$ cat src/rtl/binario_bcd_pkg.sv
// Shared definitions for the binary-to-BCD converter: digit width, blank code
// and FSM state encoding.
package binario_bcd_pkg;

    localparam int unsigned DIGITO_W = 4;

    // Blank code: the downstream seven-segment decoder turns this digit off.
    localparam logic [DIGITO_W-1:0] BCD_APAGADO = 4'hF;

    typedef enum logic [1:0] {
        StOcioso   = 2'd0,
        StConverte = 2'd1,
        StFim      = 2'd2
    } estado_e;

endpackage

$ cat src/rtl/binario_bcd_corrige_digito.sv
// Add-3 correction for one BCD digit.
// Applied before each left shift so that a digit of 5 or more carries into the next digit.
module binario_bcd_corrige_digito
    import binario_bcd_pkg::*;
(
    input  logic [DIGITO_W-1:0] d,
    output logic [DIGITO_W-1:0] q
);

    // Digits 5..9 become 8..12, so doubling them produces a decimal carry.
    always_comb begin
        q = (d >= 4'd5) ? d + 4'd3 : d;
    end

endmodule

$ cat src/rtl/binario_bcd.sv
// Sequential binary-to-packed-BCD converter using shift-and-add-3.
// Each iteration shifts in one bit. The output register changes only when a conversion
// completes, so the display never shows a partial result.
module binario_bcd
    import binario_bcd_pkg::*;
#(
    parameter int unsigned N_BITS    = 14,
    parameter int unsigned N_DIGITOS = 4,
    parameter int unsigned LIMITE    = 9999
) (
    input  logic                            clock,
    input  logic                            reset,
    input  logic [N_BITS-1:0]               valor,
    input  logic                            inicio,
    output logic                            ocupado,
    output logic                            pronto,
    output logic                            erro,
    output logic [DIGITO_W*N_DIGITOS-1:0]   registrador
);

    localparam int unsigned ACC_W = DIGITO_W * N_DIGITOS;
    localparam int unsigned CNT_W = (N_BITS > 1) ? $clog2(N_BITS) : 1;

    estado_e            estado_q, estado_d;
    logic [CNT_W-1:0]   cnt_q, cnt_d;
    logic [N_BITS-1:0]  shift_q, shift_d;
    logic [ACC_W-1:0]   acc_q, acc_d;
    logic [ACC_W-1:0]   acc_corr;
    logic               ovf_q, ovf_d;
    logic [ACC_W-1:0]   reg_q, reg_d;
    logic               erro_q, erro_d;
    logic               pronto_q, pronto_d;

    // One add-3 corrector per BCD digit of the accumulator.
    for (genvar i = 0; i < N_DIGITOS; i++) begin : g_digito
        binario_bcd_corrige_digito u_corrige (
            .d (acc_q[i*DIGITO_W +: DIGITO_W]),
            .q (acc_corr[i*DIGITO_W +: DIGITO_W])
        );
    end

    // Next-state logic: start, one shift per cycle while converting, then publish.
    always_comb begin
        estado_d = estado_q;
        cnt_d    = cnt_q;
        shift_d  = shift_q;
        acc_d    = acc_q;
        ovf_d    = ovf_q;
        reg_d    = reg_q;
        erro_d   = erro_q;
        pronto_d = 1'b0;
        unique case (estado_q)
            StOcioso: begin
                if (inicio) begin
                    shift_d  = valor;
                    acc_d    = '0;
                    ovf_d    = 32'(valor) > LIMITE;
                    cnt_d    = CNT_W'(N_BITS - 1);
                    estado_d = StConverte;
                end
            end
            StConverte: begin
                {acc_d, shift_d} = {acc_corr, shift_q} << 1;
                cnt_d            = cnt_q - CNT_W'(1);
                if (cnt_q == '0) begin
                    estado_d = StFim;
                end
            end
            StFim: begin
                reg_d    = ovf_q ? {N_DIGITOS{BCD_APAGADO}} : acc_q;
                erro_d   = ovf_q;
                pronto_d = 1'b1;
                estado_d = StOcioso;
            end
            default: begin
                estado_d = StOcioso;
            end
        endcase
    end

    // State registers with synchronous active-high reset.
    always_ff @(posedge clock) begin
        if (reset) begin
            estado_q <= StOcioso;
            cnt_q    <= '0;
            shift_q  <= '0;
            acc_q    <= '0;
            ovf_q    <= 1'b0;
            reg_q    <= '0;
            erro_q   <= 1'b0;
            pronto_q <= 1'b0;
        end else begin
            estado_q <= estado_d;
            cnt_q    <= cnt_d;
            shift_q  <= shift_d;
            acc_q    <= acc_d;
            ovf_q    <= ovf_d;
            reg_q    <= reg_d;
            erro_q   <= erro_d;
            pronto_q <= pronto_d;
        end
    end

    assign ocupado     = (estado_q != StOcioso);
    assign pronto      = pronto_q;
    assign erro        = erro_q;
    assign registrador = reg_q;

endmodule

$ cat config.mk
export PLATFORM = sky130hd
export DESIGN_NAME = binario_bcd
export DESIGN_NICKNAME = d
export VERILOG_FILES = /design/src/rtl/binario_bcd_pkg.sv /design/src/rtl/binario_bcd_corrige_digito.sv /design/src/rtl/binario_bcd.sv
export SDC_FILE = /design/constraint.sdc
export NUM_CORES = 1
export LEC_CHECK = 0
export BUFFER_PORTS_ARGS = -buffer_cell sky130_fd_sc_hd__buf_2
export CORE_ASPECT_RATIO = 0.5
export CORE_MARGIN = 2
export CORE_UTILIZATION = 50
export DETAILED_ROUTE_END_ITERATION = 8
export PLACE_DENSITY = 0.8
export SLEW_MARGIN = 20
export SYNTH_ARGS = -nofsm -noshare
export SYNTH_HDL_FRONTEND = slang
export SYNTH_SLANG_ARGS = --single-unit
export TNS_END_PERCENT = 1
$ cat constraint.sdc
create_clock -name clock -period 1.3 [get_ports clock]
set_input_delay 0.13 -clock clock [delete_from_list [all_inputs] [get_ports clock]]
set_output_delay 0.13 -clock clock [all_outputs]
set_load 0.1 [all_outputs]
* Word-level counts from Yosys, hierarchy flattened
Cells that the tools add are included.
** Word-level totals
- Flip-flop bits (word level) :: 55
- Input bits :: 17
- Logic and storage cells :: 44
** Cells by class
- Add/sub/neg operators :: 5
- Magnitude comparators :: 5
- Equality and inequality tests :: 4
- Mux-type cells :: 15
- Reductions and logical operators :: 7
** Operators by type and width (count)
- $mux 16 :: 2
- $pmux 16 s2 :: 1
- $pmux 14 s2 :: 1
- $ge 4x3->1 const B :: 4
- $mux 4 :: 4
- $gt 14x14->1 const B :: 1
- $mux 14 :: 1
- $add 4x2->4 const B :: 3
- $pmux 4 s2 :: 1
- $reduce_and 2->1 :: 3
- $logic_not 4->1 :: 1
- $mux 2 :: 2
- $ne 2x2->1 const B :: 2
- $pmux 2 s2 :: 1
- $reduce_bool 2->1 :: 2
- $sub 4x1->4 const B :: 1
- $add 3x2->3 const B :: 1
- $mux 3 :: 1
- $eq 2x1->1 const B :: 1
- $eq 2x2->1 const B :: 1
- $logic_not 2->1 :: 1
- $mux 1 :: 1

* Logic depth before layout (Yosys ltp)
Gate-level depths: netlist of the first run.
- Depth in word-level cells :: 3
- Gate-level depth with buffers :: 6
- Gate-level depth less buffers :: 6

* Hierarchy
Synthesis of the first run repeated with hierarchy kept, for this count alone.
** Unflattened totals
- Cell total of the unflattened synthesis :: 294
- Area total of the unflattened synthesis :: 2705.1 µm²
** By module, submodules not included
- binario_bcd :: instances 1, cells each 230, area an instance 2299.7 µm², seq. area each 1101.1 µm²
- binario_bcd_corrige_digito :: instances 4, cells each 16, area an instance 101.3 µm², seq. area each 0.0 µm²

* Least setup slack after synthesis of the first run
Ideal clock, no wire load.
- Kind :: flip-flop to flip-flop
- Start point :: register acc_q[9]
- End point :: register acc_q[10]
- Setup time :: 0.117 ns
- Arrival time :: 1.270 ns
- Data required time :: 1.183 ns
- Setup slack :: -0.087 ns
- Stages on the path, launching flop included :: 7
- Path buffers :: 0
- Period minus slack after synthesis :: 1.387 ns
- Path through :: dfxtp_1 > inv_1 > ha_1 > nand2b_1 > a21oi_1 > mux2i_1 > a22o_1
** Between the ends
- Word-level cells in the longest chain between the ends :: 3
- Elaborated cells between the ends (all ways) :: 4
** RTL lines
- start, declared :: RTL line binario_bcd.sv:27 : logic [ACC_W-1:0] acc_q, acc_d;
- start signal, assigned :: RTL line binario_bcd.sv:87 : acc_q <= '0;
- start signal, assigned :: RTL line binario_bcd.sv:96 : acc_q <= acc_d;
- $add 4x2->4 / $ge 4x3->1 (equally long branches) :: RTL line binario_bcd_corrige_digito.sv:12 : q = (d >= 4'd5) ? d + 4'd3 : d;
- $mux 4 * :: RTL line binario_bcd_corrige_digito.sv:12
- $pmux 16 s2 * :: RTL line binario_bcd.sv:52 : unique case (estado_q)
Mark *: on every way between the ends. The rest lies on a longest branch, timed or not.
A chain may end at the register's enable or synchronous reset.

* Worst setup path in the final report of the first run
- Start point :: register estado_q[0]
- End point :: register shift_q[9]
** Between the ends
- Word-level cells in the longest chain between the ends :: 3
- Elaborated cells between the ends (all ways) :: 6
** RTL lines
- start, declared :: RTL line binario_bcd.sv:24 : estado_e estado_q, estado_d;
- start signal, assigned :: RTL line binario_bcd.sv:84 : estado_q <= StOcioso;
- start signal, assigned :: RTL line binario_bcd.sv:93 : estado_q <= estado_d;
- $eq 2x1->1 / $logic_not 2->1 (equally long branches) :: RTL line binario_bcd.sv:52
- $reduce_bool 2->1 (no line) / $ne 2x2->1 (equally long branches)
- $reduce_and 2->1 (no line)
- end signal, assigned :: RTL line binario_bcd.sv:95 : shift_q <= shift_d;
- end, declared :: RTL line binario_bcd.sv:26 : logic [N_BITS-1:0] shift_q, shift_d;
Parallel ways exist; a longest one is shown, timed or not.

==> impl_metrics.toml, run 1 <==
[outcome]
run_status = "finished with violations"
violations = "negative setup slack"

[finish]
drive_gt1_share_pct = 38.23
nNetsFinal = 386
syn2layout_area_growth_pct = 32.92
antenna_cells = 0
fin_util_pct = 68.74
fin_cells = 431

[place]
gp_congestion = 0.8177
port_buffers = 35
dp_cells = 418
dp_hpwl_um = 4143

[power]
p_int_mw = 2.737
p_clk_share_pct = 30.0
powerDensity_nw_per_um2 = 1198
finalPower_mw = 4.026
peakVddDrop_uv = 777.2
seq_power_share_pct = 46.4
p_sw_mw = 1.289
total_leakage_power_nw = 1.460
power_frac_comb_pct = 23.6
swShare_pct = 32.02

[die]
initial_utilization_pct = 51.72
coreArea_um2 = 4887
rows = 18
fp.dieH_um = 54.28
die-area_um2 = 5674
die-width_um = 104.5
pin_count = 36

[setup_path]
cp-start-kind = "flip-flop"
crit_fanout = 5
reg2reg_to = "shift_q[9]$_SDFFE_PP0P_"
rr_worst_depth = 6
critical_path_class = "reg -> reg"
worstPathArrival_ps = 1580
ff2ff_setup_slack_ps = -70
regToRegStartpoint = "estado_q[0]$_SDFFE_PP0P_"
cp-endpoint = "shift_q[9]$_SDFFE_PP0P_"
setup.worst_path.end_class = "flip-flop"
cp.required_ps = 1510
startpoint = "estado_q[0]$_SDFFE_PP0P_"

[clock_tree]
cts_tree = "done"
clockBufferDepth = 2
cts_root_buf = "clkbuf_8"
clk_latency_ps = 330
cts_buffers = 5
htree_levels = 2
ctsHoldBuffers = 0
clk_pin_slew_ps = 100
clock_sinks = 55

[run]
maxCapViolations = 0

[synth]
synth.avg_cell_area_um2 = 8.656
synth.area.top_cells = "dfxtp_1, nor2_1, ha_1, a211oi_1, nor3_1"
synth_area_um2 = 2527
synth_top_cell_by_area = "dfxtp_1"
netlist.area_leader.share_pct = 43.56
ys_seq_area_share_pct = 43.56
ys_ff_latch = 55
synth.distinct_cells = 39
ys_warn_count = 0
syn_nets = 318
syn_inst = 292

[grt]
antenna_found_initial = 0
grt_pass1_vias = 2234
grt_overflow_total = 0
grt_max_degree = 27
track_usage_pct = 22.84
grt_pass1_wl_um = 10110

[route]
drt_wl_total_um = 6273
wl_per_cell_um = 14.55
ant_nets = 0
first_iter_violations = 73
vias = 2306
drc = 0
vias_per_cell = 5.350
dr.pass1.iters = 5

[sta]
relSlewSlack_pct = 67.27
rsz0062_at_grt = "yes"
finalCritPeriodShare_pct = 105.4
worst_slack_ps = -70.23
maxSlewViolCount = 0
setup_viol = 24
worst_slew_pin_slew_ps = 494.4
hold_viol = 0
fin_crit_ps = 1370
fin_worst_skew_ps = 10.53
fmax_mhz = 729.8

[hold_path]
hp-class = "in -> reg"
holdCritStartpoint = "valor[2]"
hold_depth = 3
[cell usage after synthesis]
cell,instances
nor2_1,63
dfxtp_1,55
inv_1,15
a211oi_1,14
nand2_1,14
nor3_1,13
a21oi_1,12
o21ai_0,12
ha_1,9
buf_2,8
nor2b_1,8
nand3_1,7
a22o_1,6
a222oi_1,5
mux2i_1,5
a211oi_2,4
clkbuf_1,4
nand2b_1,4
xnor2_1,4
buf_4,3
buf_6,3
o31ai_2,3
xor2_1,3
o21ai_1,2
or3b_4,2
a21o_1,1
a311oi_1,1
buf_1,1
inv_2,1
nand3b_1,1
nor2_2,1
nor2_4,1
nor2_8,1
nor3_2,1
nor3b_2,1
nor4_1,1
o21ba_2,1
o311ai_0,1
or2_2,1
[metrics by stage]
stage	setup TNS, ps	hold WS (ps)	worst slack, ps	cell area (um2)
3_3_place_gp	-40.83	338.1	-40.83	3019
5_1_grt	-2957	16.45	-122.4	3359
4_1_cts	-590.4	6.515	-75.40	3271
6_report	-713.5	11.81	-70.23	3359
2_1_floorplan	-659.7	245.1	-86.68	2531
3_5_place_dp	-768.2	347.9	-141.6	3019
[layer usage]
layer	vias up	routed length (um)	share of wire (%)	track usage, %
li1	1129	-	-	-
met1	1107	2676	43	25.29
met2	57	3222	51	45.10
met3	13	252	4.0	5.357
met4	0	122	1.9	8.108
met5	-	0	0	0
[area by class of cell]
type / instances / area (um2)
fillers: 366 / 1528
flip-flops and latches: 55 / 1121
multi-input cells: 202 / 1384
clock inverters: 3 / 47.55
repair buffers: 80 / 588.1
well taps: 70 / 87.58
clock buffers: 5 / 68.82
inverters: 16 / 62.56
[placed cells by master (no fill, tap or decap), types with 2 or more instances in the layout]
cell type  count
inv_1         10
a22o_1         6
a211oi_1       9
dfxtp_2        7
inv_2          5
ha_4           2
xnor2_1        4
buf_12         3
buf_2         33
clkbuf_8       5
a222oi_1       5
nand2b_1       2
o31ai_2        3
nor2b_1        8
nor3_1         9
dfxtp_1       45
a21oi_1        8
buf_6          2
ha_1           6
nand2_1       14
o21ai_0       11
or3b_4         2
dfxtp_4        3
nor2_1        63
nand3_1        7
a21oi_4        2
buf_4         39
nor3_2         5
o21ai_1        3
a211oi_2       9
nand2b_4       2
mux2i_1        5
a21oi_2        2
xor2_1         3
[logic make-up (layout without fill, tap and decap cells)]
family                     after synthesis  count (layout)  share of synthesized area (%)
DFF                                     55              55                          43.56
adders and majority gates                9               9                          4.456
muxes                                    5               5                          1.980
xor gates and xnor gates                 7               7                          2.426
buffers and inverters                   35             104                          6.930
and+or+nand+nor                        119             119                          22.43
AOI/OAI and AO/OA                       62              62                          18.22
[power by group through the flow]
stage | combinational, mW | clock (mW) | sequential (mW)
after floorplan | 0.474 | 0 | 2.06
after global placement | 0.839 | 0 | 1.90
after detailed placement | 0.856 | 0 | 1.90
after CTS | 0.910 | 1.22 | 1.87
after global routing | 1.03 | 1.29 | 1.88
final | 0.952 | 1.21 | 1.87
[worst min path at each step]
stage | endpoint | slack (ps)
after floorplan | shift_q[11]$_SDFFE_PP0P_ | 250
after global placement | shift_q[2]$_SDFFE_PP0P_ | 340
after detailed placement | shift_q[2]$_SDFFE_PP0P_ | 350
after CTS | shift_q[2]$_SDFFE_PP0P_ | 7
after global routing | shift_q[0]$_SDFFE_PP0P_ | 20
final | shift_q[2]$_SDFFE_PP0P_ | 10
[critical path, stage by stage, from the launching register on]
cell and delay, ps:
dfxtp_4 370, buf_4 130, o21ba_4 160, nor2_2 50, buf_4 160, a222oi_1 290, inv_1 100
[flip-flops by register name (all words and copies together) (netlist names)]
name         cells
acc_q           16
registrador     16
shift_q         14
cnt_q            4
estado_q         2
erro             1
ovf_q            1
pronto           1
[timing repair]
action	4_1_cts	5_1_grt
endpoints found under the setup margin	29	45
gates resized for setup	31	18
setup buffers	4	0
gates cloned	0	1
pin swaps	16	11
(Power assumes the default switching activity.)
==> run 2: changes to the inputs <==
--- a/config.mk
+++ b/config.mk
@@ -10,6 +10,8 @@
 export CORE_MARGIN = 2
 export CORE_UTILIZATION = 50
 export DETAILED_ROUTE_END_ITERATION = 8
+export GPL_ROUTABILITY_DRIVEN = 0
+export HOLD_SLACK_MARGIN = 0.05
 export PLACE_DENSITY = 0.8
 export SLEW_MARGIN = 20
 export SYNTH_ARGS = -nofsm -noshare
==> run 2 against run 1 <==
  * The flow still finishes with violations (negative setup slack)
  * Count of clock-buffer cells in the layout is the same
  * Clock skew grew 2.2 ps
  * Die area stayed put
  * Hold slack better by 57 ps
  * Fmax up 0.11%
  * Global-route usage shrank 0.054 points
  * Register-to-register slack hardly changed
  * Clock power hardly changed
  * Critical endpoint unchanged
==> impl_metrics.toml, run 2 (same netlist as run 1, synthesis figures left out) <==
[finish]
nNetsFinal = 391
mostFrequentLayoutCell = "nor2_1"
final_area_um2 = 3412
drive_gt1_share_pct = 37.98
syn2layout_area_growth_pct = 35.00
register_area_um2 = 1121
multi_input_area_um2 = 1389
antenna_cells = 0
final.fill_count = 362
layout_common_cells = "nor2_1, dfxtp_1, buf_4"

[clock_tree]
cts_buffers = 5
cts_root_buf = "clkbuf_8"
clk_latency_ps = 330
clock_sinks = 55
htree_levels = 2
clockBufferDepth = 2
clk_pin_slew_ps = 100
cts_tree = "done"

[route]
dr.pass1.iters = 4
vias = 2317
drt_wl_total_um = 6375
drc = 0
wl_per_cell_um = 14.62
first_iter_violations = 92
vias_per_cell = 5.314
ant_nets = 0

[grt]
grt_pass1_vias = 2251
grt_use_met3_pct = 5.357
track_usage_pct = 22.78
grt_use_met1_pct = 25.22
grt_max_degree = 27
grt_overflow_total = 0
grt_pass1_wl_um = 10070
antenna_found_initial = 0
busiest_layer = "met2"
use_met2_pct = 44.99

[power]
powerDensity_nw_per_um2 = 1187
p_sw_mw = 1.302
p_clk_share_pct = 30.0
finalPower_mw = 4.049
total_leakage_power_nw = 1.482
peakVddDrop_uv = 779.6
p_int_mw = 2.746
power_frac_comb_pct = 23.8
seq_power_share_pct = 46.2
swShare_pct = 32.16

[sta]
setup_viol = 26
fin_tns_setup_ps = -641.6
fin_worst_skew_ps = 12.71
holdWs_ps = 69.05
relSlewSlack_pct = 66.23
fmax_mhz = 730.6
maxSlewViolCount = 0
finalCritPeriodShare_pct = 105.3
hold_viol = 0
worst_slack_ps = -68.77
rsz0062_at_grt = "yes"
fin_crit_ps = 1369
worst_slew_pin_slew_ps = 510.0

[die]
fp.dieH_um = 54.28
die-width_um = 104.5
rows = 18
initial_utilization_pct = 51.72
coreArea_um2 = 4887
die-area_um2 = 5674
pin_count = 36

[setup_path]
cp-start-kind = "flip-flop"
cp.required_ps = 1500
critical_path_class = "reg -> reg"
crit_fanout = 5
setup.worst_path.end_class = "flip-flop"
worstPathArrival_ps = 1570

[place]
port_buffers = 35
post-place-ws_ps = -141.6
dp_hpwl_um = 4143
placed_cell_area_um2 = 3019

[hold_path]
hp-class = "in -> reg"

[run]
maxCapViolations = 0

[outcome]
violations = "negative setup slack"
run_status = "finished with violations"
run 2: cell type report:
class                           instances  share of cell area, %
Clock buffer                            5                  2.017
Multi-Input combinational cell        202                  40.70
Tap cell                               70                  2.567
Sequential cell                        55                  32.86
Timing Repair Buffer                   85                  18.63
Clock inverter                          3                  1.393
Inverter                               16                  1.834
run 2: power by group through the flow:
stage | sequential, mW | clock [mW] | combinational, mW
global placement | 1.90 | 0 | 0.839
floorplan | 2.06 | 0 | 0.474
detailed placement | 1.90 | 0 | 0.856
finish | 1.87 | 1.21 | 0.965
global route | 1.88 | 1.30 | 1.04
CTS | 1.87 | 1.22 | 0.922
run 2: path summary, 6_finish.rpt:
kind	slack, ps	cells after the start	start	to
worst max-delay path	-70	6	estado_q[0]$_SDFFE_PP0P_	shift_q[9]$_SDFFE_PP0P_
worst min-delay path	70	3	valor[9]	shift_q[9]$_SDFFE_PP0P_
worst max register to register	-70	6	estado_q[0]$_SDFFE_PP0P_	shift_q[9]$_SDFFE_PP0P_
worst min register to register	490	2	ovf_q$_SDFFE_PP0P_	ovf_q$_SDFFE_PP0P_
run 2: per-stage QoR:
stage               util [%]  std cells
finish                 69.82        436
global route           69.82        436
CTS                    67.95        435
detailed placement     61.78        418
global placement       61.78        418
floorplan                  -        292
run 2: critical path, stage by stage (launching register included):
cell,delay [ps]
dfxtp_4,370
buf_4,130
o21ba_4,160
nor2_2,50
buf_4,160
a222oi_1,280
inv_1,100
run 2: timing repair:
| action | 4_1_cts | 5_1_grt |
|---|---|---|
| buffers inserted | 4 | 0 |
| pin swaps | 16 | 12 |
| cloned | 0 | 1 |
| setup endpoints to repair | 29 | 44 |
| hold buffers | 5 | 0 |
| endpoints found under the hold margin | 5 | 0 |
| resized for setup | 31 | 17 |
run 2: metal layers:
metal,vias to the layer above,wire [um],share of wire (%)
li1,1144,-,-
met1,1103,2787,44
met4,0,122,1.9
met2,57,3221,51
met3,13,244,3.8
met5,-,0,0
==> run 3: changes to the inputs <==
--- a/config.mk
+++ b/config.mk
@@ -5,8 +5,8 @@
 export SDC_FILE = /design/constraint.sdc
 export NUM_CORES = 1
 export LEC_CHECK = 0
+export ABC_CLOCK_PERIOD_IN_PS = 1300
 export BUFFER_PORTS_ARGS = -buffer_cell sky130_fd_sc_hd__buf_2
-export CORE_ASPECT_RATIO = 0.5
 export CORE_MARGIN = 2
 export CORE_UTILIZATION = 50
 export DETAILED_ROUTE_END_ITERATION = 8
==> constraint.sdc (replaced) <==
create_clock -name clock -period 1.3 [get_ports clock]
set_input_delay 0.065 -clock clock [delete_from_list [all_inputs] [get_ports clock]]
set_output_delay 0.065 -clock clock [all_outputs]
set_load 0.1 [all_outputs]
==> run 3 against run 2 <==
  * The flow still finishes with violations (negative setup slack)
  * Via count decreased by 1.3%
  * Routed wire length fell by 2.7%
  * Critical path type unchanged
  * First-iteration DRC count rose by 64%
  * Die area is 0.62% lower
  * Register-to-register slack got worse by 70 ps
  * Highest routed layer unchanged
  * Hold slack gained 76 ps
  * Design area fell by 0.33%
  * Sequential cell count did not move
  * Critical endpoint is now acc_q[2]$_SDFFE_PP0P_
==> impl_metrics.toml, run 3 (same netlist as run 1, synthesis figures left out) <==
[outcome]
run_status = "finished with violations"
violations = "negative setup slack"

[clock_tree]
cts_tree = "done"
clock_sinks = 55
cts_buffers = 5
clk_latency_ps = 310
clk_pin_slew_ps = 90
cts_root_buf = "clkbuf_8"
clockBufferDepth = 2
htree_levels = 2

[route]
first_iter_violations = 151
ant_nets = 0
vias = 2288
drt_wl_total_um = 6202
dr.pass1.iters = 5
vias_per_cell = 5.284
wl_per_cell_um = 14.32
drc = 0

[hold_path]
holdCritStartpoint = "inicio"
hold_depth = 4
hold_end = "shift_q[5]$_SDFFE_PP0P_"
hp-class = "in -> reg"

[finish]
layout_common_cells = "nor2_1, dfxtp_1, buf_4"
multi_input_area_um2 = 1423
drive_gt1_share_pct = 36.61
nNetsFinal = 391
mostFrequentLayoutCell = "nor2_1"
final.fill_count = 330
syn2layout_area_growth_pct = 34.55
antenna_cells = 0
final_area_um2 = 3401
register_area_um2 = 1120

[sta]
fin_worst_skew_ps = 9.022
relSlewSlack_pct = 67.36
hold_viol = 0
rsz0062_at_grt = "yes"
worst_slew_pin_slew_ps = 492.9
fmax_mhz = 695.0
maxSlewViolCount = 0
worst_slack_ps = -138.8
finalCritPeriodShare_pct = 110.7
setup_viol = 12
fin_crit_ps = 1439

[grt]
grt_max_degree = 26
grt_overflow_total = 0
antenna_found_initial = 0
track_usage_pct = 20.57
grt_pass1_vias = 1980
grt_pass1_wl_um = 8983

[setup_path]
critical_path.max_stage_delay_ps = 360
regToRegStartpoint = "acc_q[1]$_SDFFE_PP0P_"
ff2ff_setup_slack_ps = -140
crit_fanout = 3
worstPathArrival_ps = 1680
critPathTopFamily = "compound AO/OA/AOI/OAI gates"
rr_worst_depth = 6
critical_path_class = "reg -> reg"
path_buf_inv = 1
cp.required_ps = 1550
setup.worst_path.end_class = "flip-flop"
reg2reg_to = "acc_q[2]$_SDFFE_PP0P_"
crit_path_top_delay_cell = "dfxtp_2"
cp-start-kind = "flip-flop"
path_cells = "inv_4 > ha_4 > nand2b_4 > a21oi_4 > mux2i_1 > a22o_1"

[die]
pin_count = 36
initial_utilization_pct = 52.81
die-width_um = 75.10
die-area_um2 = 5639
fp.dieH_um = 75.10
coreArea_um2 = 4786
rows = 25

[power]
powerDensity_nw_per_um2 = 1090
peakVddDrop_uv = 598.0
finalPower_mw = 3.705
total_leakage_power_nw = 1.451

[place]
dp_hpwl_um = 3823
placed_cell_area_um2 = 3000
port_buffers = 35
post-place-ws_ps = -147.8

[run]
maxCapViolations = 0
## run 3: worst max path at each step
stage	start	to	slack [ps]	depth (start not counted)
floorplan	acc_q[5]$_SDFFE_PP0P_	acc_q[6]$_SDFFE_PP0P_	-90	6
global placement	acc_q[1]$_SDFFE_PP0P_	acc_q[2]$_SDFFE_PP0P_	-50	6
detailed placement	acc_q[1]$_SDFFE_PP0P_	acc_q[2]$_SDFFE_PP0P_	-150	6
CTS	acc_q[9]$_SDFFE_PP0P_	acc_q[10]$_SDFFE_PP0P_	-70	6
global route	acc_q[1]$_SDFFE_PP0P_	acc_q[2]$_SDFFE_PP0P_	-200	6
finish	acc_q[1]$_SDFFE_PP0P_	acc_q[2]$_SDFFE_PP0P_	-140	6
## run 3: metal layers
metal  global-route usage (%)  vias up  share of wire (%)
met5                        0        -                  0
met1                    26.99     1059                 44
met2                    34.70       73                 50
met4                    5.952        0                1.5
li1                         -     1147                  -
met3                    3.614        9                4.5
## run 3: tightest hold or removal path, delay by kind of cell
family,cells,cell delay [ps]
simple gates,2,140
compound gates,1,80
buf+inv,1,120
## run 3: repair_timing
action	in CTS	in global routing
hold buffers	6	2
gates resized for setup	16	40
setup endpoints to repair	12	29
pin swaps	6	14
setup buffers	2	2
endpoints found under the hold margin	6	1
## run 3: layout make-up
cell class	instances	share of cell area, %
tap	67	2.465
timing repair buffer	85	18.40
sequential	55	32.93
clock inverter	1	0.1472
clock buffer	7	2.244
inverter	16	1.987
multi-input combinational	202	41.83
## run 3: report_power, final
part | internal, mW | switching (mW)
clock | 0.380 | 0.527
sequential | 1.79 | 0.0734
combinational | 0.343 | 0.592
## run 3: metrics by stage
step	instances	hold WS (ps)	setup TNS, ps	util [%]
floorplan	292	180.1	-659.7	-
global placement	413	282.9	-52.63	62.69
detailed placement	413	280.8	-386.7	62.69
CTS	429	57.07	-252.5	66.59
global route	433	146.7	-1632	71.06
finish	433	145.5	-479.3	71.06
